<file path="config.mk">
export PLATFORM = sky130hd
export DESIGN_NAME = console_seq
export DESIGN_NICKNAME = d
export VERILOG_FILES = /design/src/rtl/console_seq.sv
export SDC_FILE = /design/constraint.sdc
export NUM_CORES = 1
export LEC_CHECK = 0
export ABC_AREA = 1
export BUFFER_PORTS_ARGS = -buffer_cell sky130_fd_sc_hd__clkbuf_2
export CAP_MARGIN = 20
export CORE_UTILIZATION = 46
export CTS_CLUSTER_SIZE = 20
export DETAILED_ROUTE_END_ITERATION = 7
export GPL_TIMING_DRIVEN = 0
export HOLD_SLACK_MARGIN = 0.02
export PLACE_DENSITY = 0.74
export SYNTH_ARGS = -nofsm -noshare
export SYNTH_HDL_FRONTEND = slang
export SYNTH_SLANG_ARGS = --single-unit
</file>
<file path="constraint.sdc">
create_clock -name clk -period 1.6 [get_ports clk]
set_input_delay 0 -clock clk [delete_from_list [all_inputs] [get_ports clk]]
set_output_delay 0 -clock clk [all_outputs]
set_load 0.01 [all_outputs]
</file>
<file path="src/rtl/console_seq.sv">
// console_seq: console command sequencer between the comm link and the ADC engine.
// Latency: commands pass DECODE->RELS->WORK->TAKE->SEND; DONE lasts one cycle, then WAIT.
// Backpressure: every step holds until its done level arrives (unbounded unless CONSOLE_TIMEOUT_EN).
//
// Ports:
//   clk, rst                       single clock, asynchronous active-high reset
//   fs_adc_* / fd_adc_*            strobes to / done levels from the ADC engine
//   fs_com_send / fd_com_send      outgoing frame request / completion
//   fs_com_read / fd_com_read      incoming command present / release
//   read_btype, send_btype         received command type, outgoing frame type
//   ram_addr_init, ram_dlen        RAM window of the outgoing frame
//   frame_idx, err_cnt             conversion frame slot, saturating error count
// Optional feature: define CONSOLE_TIMEOUT_EN to abort stalled work states into ERR_SEND.
module console_seq #(
  parameter int          NUM_FRAME    = 6,
  parameter logic [11:0] FRAME_STRIDE = 12'h240,
  parameter logic [11:0] FRAME_DLEN   = 12'h202,
  parameter logic [11:0] CTRL_DLEN    = 12'h002,
  parameter logic [15:0] TIMEOUT_CYC  = 16'd50000
) (
  input  logic        clk,
  input  logic        rst,
  output logic        fs_adc_init,
  output logic        fs_adc_type,
  output logic        fs_adc_conf,
  output logic        fs_adc_conv,
  output logic        fs_adc_tran,
  input  logic        fd_adc_init,
  input  logic        fd_adc_type,
  input  logic        fd_adc_conf,
  input  logic        fd_adc_conv,
  input  logic        fd_adc_tran,
  output logic        fs_com_send,
  input  logic        fd_com_send,
  input  logic        fs_com_read,
  output logic        fd_com_read,
  input  logic [3:0]  read_btype,
  output logic [3:0]  send_btype,
  output logic [11:0] ram_addr_init,
  output logic [11:0] ram_dlen,
  output logic [3:0]  frame_idx,
  output logic [7:0]  err_cnt
);

  typedef enum logic [3:0] {
    IDLE, LINK_WORK, LINK_TAKE, LINK_SEND, WAIT, DECODE,
    RELS, WORK, TAKE, SEND, DONE, ERR_SEND
  } state_t;

  localparam logic [3:0] LAST_FRAME = 4'(NUM_FRAME - 1);

  state_t      r_state, w_state_next;
  logic [3:0]  r_op;
  logic [3:0]  r_send_btype;
  logic [11:0] r_ram_addr_init;
  logic [11:0] r_ram_dlen;
  logic [3:0]  r_frame_idx;
  logic [7:0]  r_err_cnt;
  logic        r_tran_flag, r_com_flag;

  logic        w_op_type, w_op_conf, w_op_conv, w_op_err;
  logic        w_work_done, w_send_done, w_tmo_hit;
  logic [11:0] w_conv_addr;

  assign w_op_type = (r_op == 4'b0101);
  assign w_op_conf = (r_op == 4'b0110);
  assign w_op_conv = (r_op == 4'b0111);
  // 4'b1111 and every unknown code are treated alike: release the link, send nothing.
  assign w_op_err  = !(w_op_type || w_op_conf || w_op_conv);

  assign w_work_done = (w_op_type && fd_adc_type) || (w_op_conf && fd_adc_conf) ||
                       (w_op_conv && fd_adc_conv);

  // The live inputs are OR-ed in so DONE follows the later of the two events by one cycle.
  assign w_send_done = w_op_conv ? ((r_tran_flag || fd_adc_tran) && (r_com_flag || fd_com_send))
                                 : fd_com_send;

  assign w_conv_addr = {8'd0, r_frame_idx} * FRAME_STRIDE;

`ifdef CONSOLE_TIMEOUT_EN
  logic [15:0] r_tmo_cnt;

  assign w_tmo_hit = ((r_state == LINK_WORK) || (r_state == WORK)) &&
                     (r_tmo_cnt == TIMEOUT_CYC - 16'd1);

  always_ff @(posedge clk or posedge rst) begin
    if (rst) begin
      r_tmo_cnt <= 16'd0;
    end else if (w_state_next != r_state) begin
      r_tmo_cnt <= 16'd0;
    end else if ((r_state == LINK_WORK) || (r_state == WORK)) begin
      r_tmo_cnt <= r_tmo_cnt + 16'd1;
    end
  end
`else
  assign w_tmo_hit = 1'b0;
`endif

  always_ff @(posedge clk or posedge rst) begin
    if (rst) r_state <= IDLE;
    else     r_state <= w_state_next;
  end

  always_comb begin
    w_state_next = r_state;
    fs_adc_init  = 1'b0;
    fs_adc_type  = 1'b0;
    fs_adc_conf  = 1'b0;
    fs_adc_conv  = 1'b0;
    fs_adc_tran  = 1'b0;
    fs_com_send  = 1'b0;
    fd_com_read  = 1'b0;
    case (r_state)
      IDLE:      w_state_next = LINK_WORK;
      LINK_WORK: begin
        fs_adc_init = 1'b1;
        if (fd_adc_init)    w_state_next = LINK_TAKE;
        else if (w_tmo_hit) w_state_next = ERR_SEND;
      end
      LINK_TAKE: w_state_next = LINK_SEND;
      LINK_SEND: begin
        fs_com_send = 1'b1;
        if (fd_com_send) w_state_next = WAIT;
      end
      WAIT:      if (fs_com_read) w_state_next = DECODE;
      DECODE:    w_state_next = RELS;
      RELS: begin
        fd_com_read = 1'b1;
        if (!fs_com_read) w_state_next = w_op_err ? WAIT : WORK;
      end
      WORK: begin
        fs_adc_type = w_op_type;
        fs_adc_conf = w_op_conf;
        fs_adc_conv = w_op_conv;
        if (w_work_done)    w_state_next = TAKE;
        else if (w_tmo_hit) w_state_next = ERR_SEND;
      end
      TAKE:      w_state_next = SEND;
      SEND: begin
        fs_com_send = 1'b1;
        fs_adc_tran = w_op_conv;
        if (w_send_done) w_state_next = DONE;
      end
      DONE:      w_state_next = WAIT;
      ERR_SEND: begin
        fs_com_send = 1'b1;
        if (fd_com_send) w_state_next = WAIT;
      end
      default:   w_state_next = IDLE;
    endcase
  end

  always_ff @(posedge clk or posedge rst) begin
    if (rst) begin
      r_op            <= 4'h0;
      r_send_btype    <= 4'b0000;
      r_ram_addr_init <= 12'hFE0;
      r_ram_dlen      <= 12'h000;
      r_frame_idx     <= 4'd0;
      r_err_cnt       <= 8'd0;
      r_tran_flag     <= 1'b0;
      r_com_flag      <= 1'b0;
    end else begin
      case (r_state)
        IDLE, WAIT: begin
          r_send_btype    <= 4'b0000;
          r_ram_addr_init <= 12'hFE0;
          r_ram_dlen      <= 12'h000;
        end
        LINK_TAKE: begin
          r_send_btype    <= 4'b1000;
          r_ram_addr_init <= 12'hFCC;
          r_ram_dlen      <= CTRL_DLEN;
        end
        DECODE: r_op <= read_btype;
        TAKE: begin
          if (w_op_conv) begin
            // Even/odd frame types let the host tell ping-pong halves apart.
            r_send_btype    <= r_frame_idx[0] ? 4'b1110 : 4'b1101;
            r_ram_addr_init <= w_conv_addr;
            r_ram_dlen      <= FRAME_DLEN;
            r_frame_idx     <= (r_frame_idx == LAST_FRAME) ? 4'd0 : r_frame_idx + 4'd1;
          end else begin
            r_send_btype    <= w_op_type ? 4'b1001 : 4'b1010;
            r_ram_addr_init <= w_op_type ? 12'hFC0 : 12'hFC4;
            r_ram_dlen      <= CTRL_DLEN;
          end
        end
        SEND: begin
          if (w_op_conv) begin
            if (fd_adc_tran) r_tran_flag <= 1'b1;
            if (fd_com_send) r_com_flag  <= 1'b1;
          end
        end
        DONE: begin
          r_tran_flag <= 1'b0;
          r_com_flag  <= 1'b0;
        end
        default: ;
      endcase
      if ((w_state_next == ERR_SEND) && (r_state != ERR_SEND)) begin
        r_send_btype    <= 4'b1111;
        r_ram_addr_init <= 12'hFE0;
        r_ram_dlen      <= CTRL_DLEN;
        if (r_err_cnt != 8'hFF) r_err_cnt <= r_err_cnt + 8'd1;
      end
    end
  end

  assign send_btype    = r_send_btype;
  assign ram_addr_init = r_ram_addr_init;
  assign ram_dlen      = r_ram_dlen;
  assign frame_idx     = r_frame_idx;
  assign err_cnt       = r_err_cnt;

endmodule

</file>
==> reports/metrics.cfg <==
[logic_synthesis]
syn_inst=223
ys.flop_type=dfrtp_1
synth_edf_count=0
syn_avg_cell_area_sq_um=8.29
synth_cell_type_count=30
async_flop_share_pct=100
yosysSeqAreaShare_pct=49.2
syn_area_sq_mm=0.00185
ys_ff_latch=36
yosysWarnings=0

[clock_network]
clock_latency_ps=280
clk_path_buf_depth=2
clk_pin_slew_worst_paths_ps=70
root_buffer=clkbuf_8
post_cts_buffers=0
cts_tree=done
h-tree-depth=2
cts.sinks=36
numCtsBuffers=5

[power]
p_leak_nw=1.35
pwr_density_cell_mw_per_mm2=1340
ir_drop_uv=783

[layout]
drive_gt1_share_pct=32.4
area_growth_pct=29.4
fin_area_sq_mm=0.00239
final_cell_mix=45 x clkbuf_2, 39 x nand2_1, 37 x nor2_1
layout.nets=310
insertedDiodeCount=0
final_common_cell=clkbuf_2

[sta]
hold_slack_ps=24.5
period_share_pct=92.1
tightestPinTransition_ps=541
setup_violations=0
max_freq_ghz=0.678
tns_ps=0
final-hold-violation-count=0
period_minus_slack_ps=1470
max-slew-margin-rel_pct=63.9
drv_slew=0
rsz0062_at_grt=false
skew_ps=3.88

[global_routing]
grt_use_total_pct=19.1
antenna_found_initial=0
grt_start_max_net_pins=26
grt_pass1_wl_microns=6190
grt_pass1_vias=1446
grt_overflow=0

[drt]
wirelength_microns=3890
dr.pass1.iters=4
drc=0
vias_per_cell=4.77
ant_nets=0
wire_per_inst_microns=11.3
vias=1640
drt-initial-drc-count=77

[worst_setup_path]
required_ps=1600
max_stage_delay_ps=470
crit_family=flip-flops
end_kind=output pin
path_cells=nand2_1, nor2_2, inv_1, nor4_1, buf_2
crit_buf_inv=2
slowest_stage=dfrtp_1
cp_max_fo=7
critPathArrivalTime_ps=1470
path_class=reg -> out
start_kind=register

[placement]
dp_hpwl_microns=2840
dpl-instance-area_sq_mm=0.00221
io_buffer_count=46
globalplace.congestion=0.820

[floorplanning]
coreArea_sq_mm=0.00374
fp.dieW_microns=65.4
die_height_microns=65.4
initial_utilization_pct=49.4
die_area_sq_mm=0.00428
fp-row-count=22
ios=60

[worst_hold_path]
hp-class=in -> reg

[run_status]
status=completed

[job]
cap_violations=0

final timing paths:
kind / start / to / slack (ps) / cells past startpoint
worst min register to register: err_cnt[7]$_DFFE_PP0P_ / err_cnt[7]$_DFFE_PP0P_ / 460 / 1
worst min-delay path: fd_adc_tran / r_tran_flag$_DFFE_PP0P_ / 20 / 3
worst max register to register: r_state[2]$_DFF_PP0_ / ram_addr_init[6]$_DFFE_PP1P_ / 200 / 7
min in group asynchronous: rst / err_cnt[5]$_DFFE_PP0P_ / 300 / 3
max in group asynchronous: rst / ram_addr_init[8]$_DFFE_PP1P_ / 710 / 4
worst max-delay path: r_state[1]$_DFF_PP0_ / fs_adc_conf / 130 / 5
synth_stat cells, types with 3 or more instances:
| cell | count | area, sq um |
|---|---|---|
| dfrtp_1 | 29 | 726 |
| buf_4 | 14 | 105 |
| inv_1 | 20 | 75.1 |
| inv_2 | 3 | 11.3 |
| nor3_1 | 6 | 30.0 |
| nand3_1 | 17 | 85.1 |
| nand4_1 | 4 | 25.0 |
| nand2_1 | 39 | 146 |
| nor2_1 | 40 | 150 |
| a21oi_1 | 10 | 50.1 |
| clkbuf_1 | 8 | 30.0 |
| dfstp_2 | 7 | 184 |
state kept, by name (all words and copies together), names as in the netlist:
name / count
err_cnt: 8
r_com_flag: 1
ram_addr_init: 9
r_tran_flag: 1
r_state: 4
frame_idx: 4
ram_dlen: 2
r_op: 4
send_btype: 3
kinds of logic (layout without fill, tap and decap cells):
group / after synthesis / count (layout) / share of synthesized area, %
simple gates: 118 / 118 / 30.3
buf+inv: 47 / 108 / 12.9
other cells: 1 / 13 / 0.203
compound gates: 17 / 17 / 5.08
flops: 36 / 36 / 49.2
fa+ha+maj: 2 / 2 / 1.35
xor+xnor: 2 / 2 / 0.948
worst register-to-register path, cell delays in order (launching register included):
cell     delay, ps
dfrtp_1        470
nor2_2         210
nand2_1        170
inv_4          150
nor2_8          60
nand2_4         90
nor2_1          60
a21oi_1        110
area by class of cell:
type	instances	area, sq um
inverters	24	92.6
well taps	48	60.1
clock inverters	3	42.5
flip-flops and latches	36	911
clock buffers	5	68.8
multi-input cells	152	752
plain buffers	23	146
fillers	329	1350
repair buffers	53	318
report_power, final:
part	switching, W	internal (W)	total, W
Clock	0.000326	0.000461	0.000787
Combinational	0.000782	0.000391	0.00117
Sequential	0.000168	0.00107	0.00124
per-stage QoR:
step | power [W] | instances | worst slack [ps] | utilization (%)
2_1_floorplan | 0.00206 | 235 | 310 | -
3_3_place_gp | 0.00234 | 329 | 197 | 58.3
3_5_place_dp | 0.00237 | 330 | 186 | 59.1
4_1_cts | 0.00318 | 344 | 35.3 | 63.6
5_1_grt | 0.00344 | 344 | 1.21 | 63.9
6_report | 0.00320 | 344 | 126 | 63.9
routing by layer:
layer,global-route usage [%],up-vias,part of all wire (%)
li1,-,818,-
met1,23.7,758,44
met2,31.7,60,48
met3,5.38,4,6.6
met4,6.79,0,0.77
met5,0,-,0
repair_timing:
| action | CTS | global route |
|---|---|---|
| endpoints found under the setup margin | 0 | 4 |
| resized for setup | 0 | 6 |
| hold buffers | 6 | 0 |
| endpoints found under the hold margin | 16 | 0 |
No activity file was read; power rests on OpenSTA's default activity.
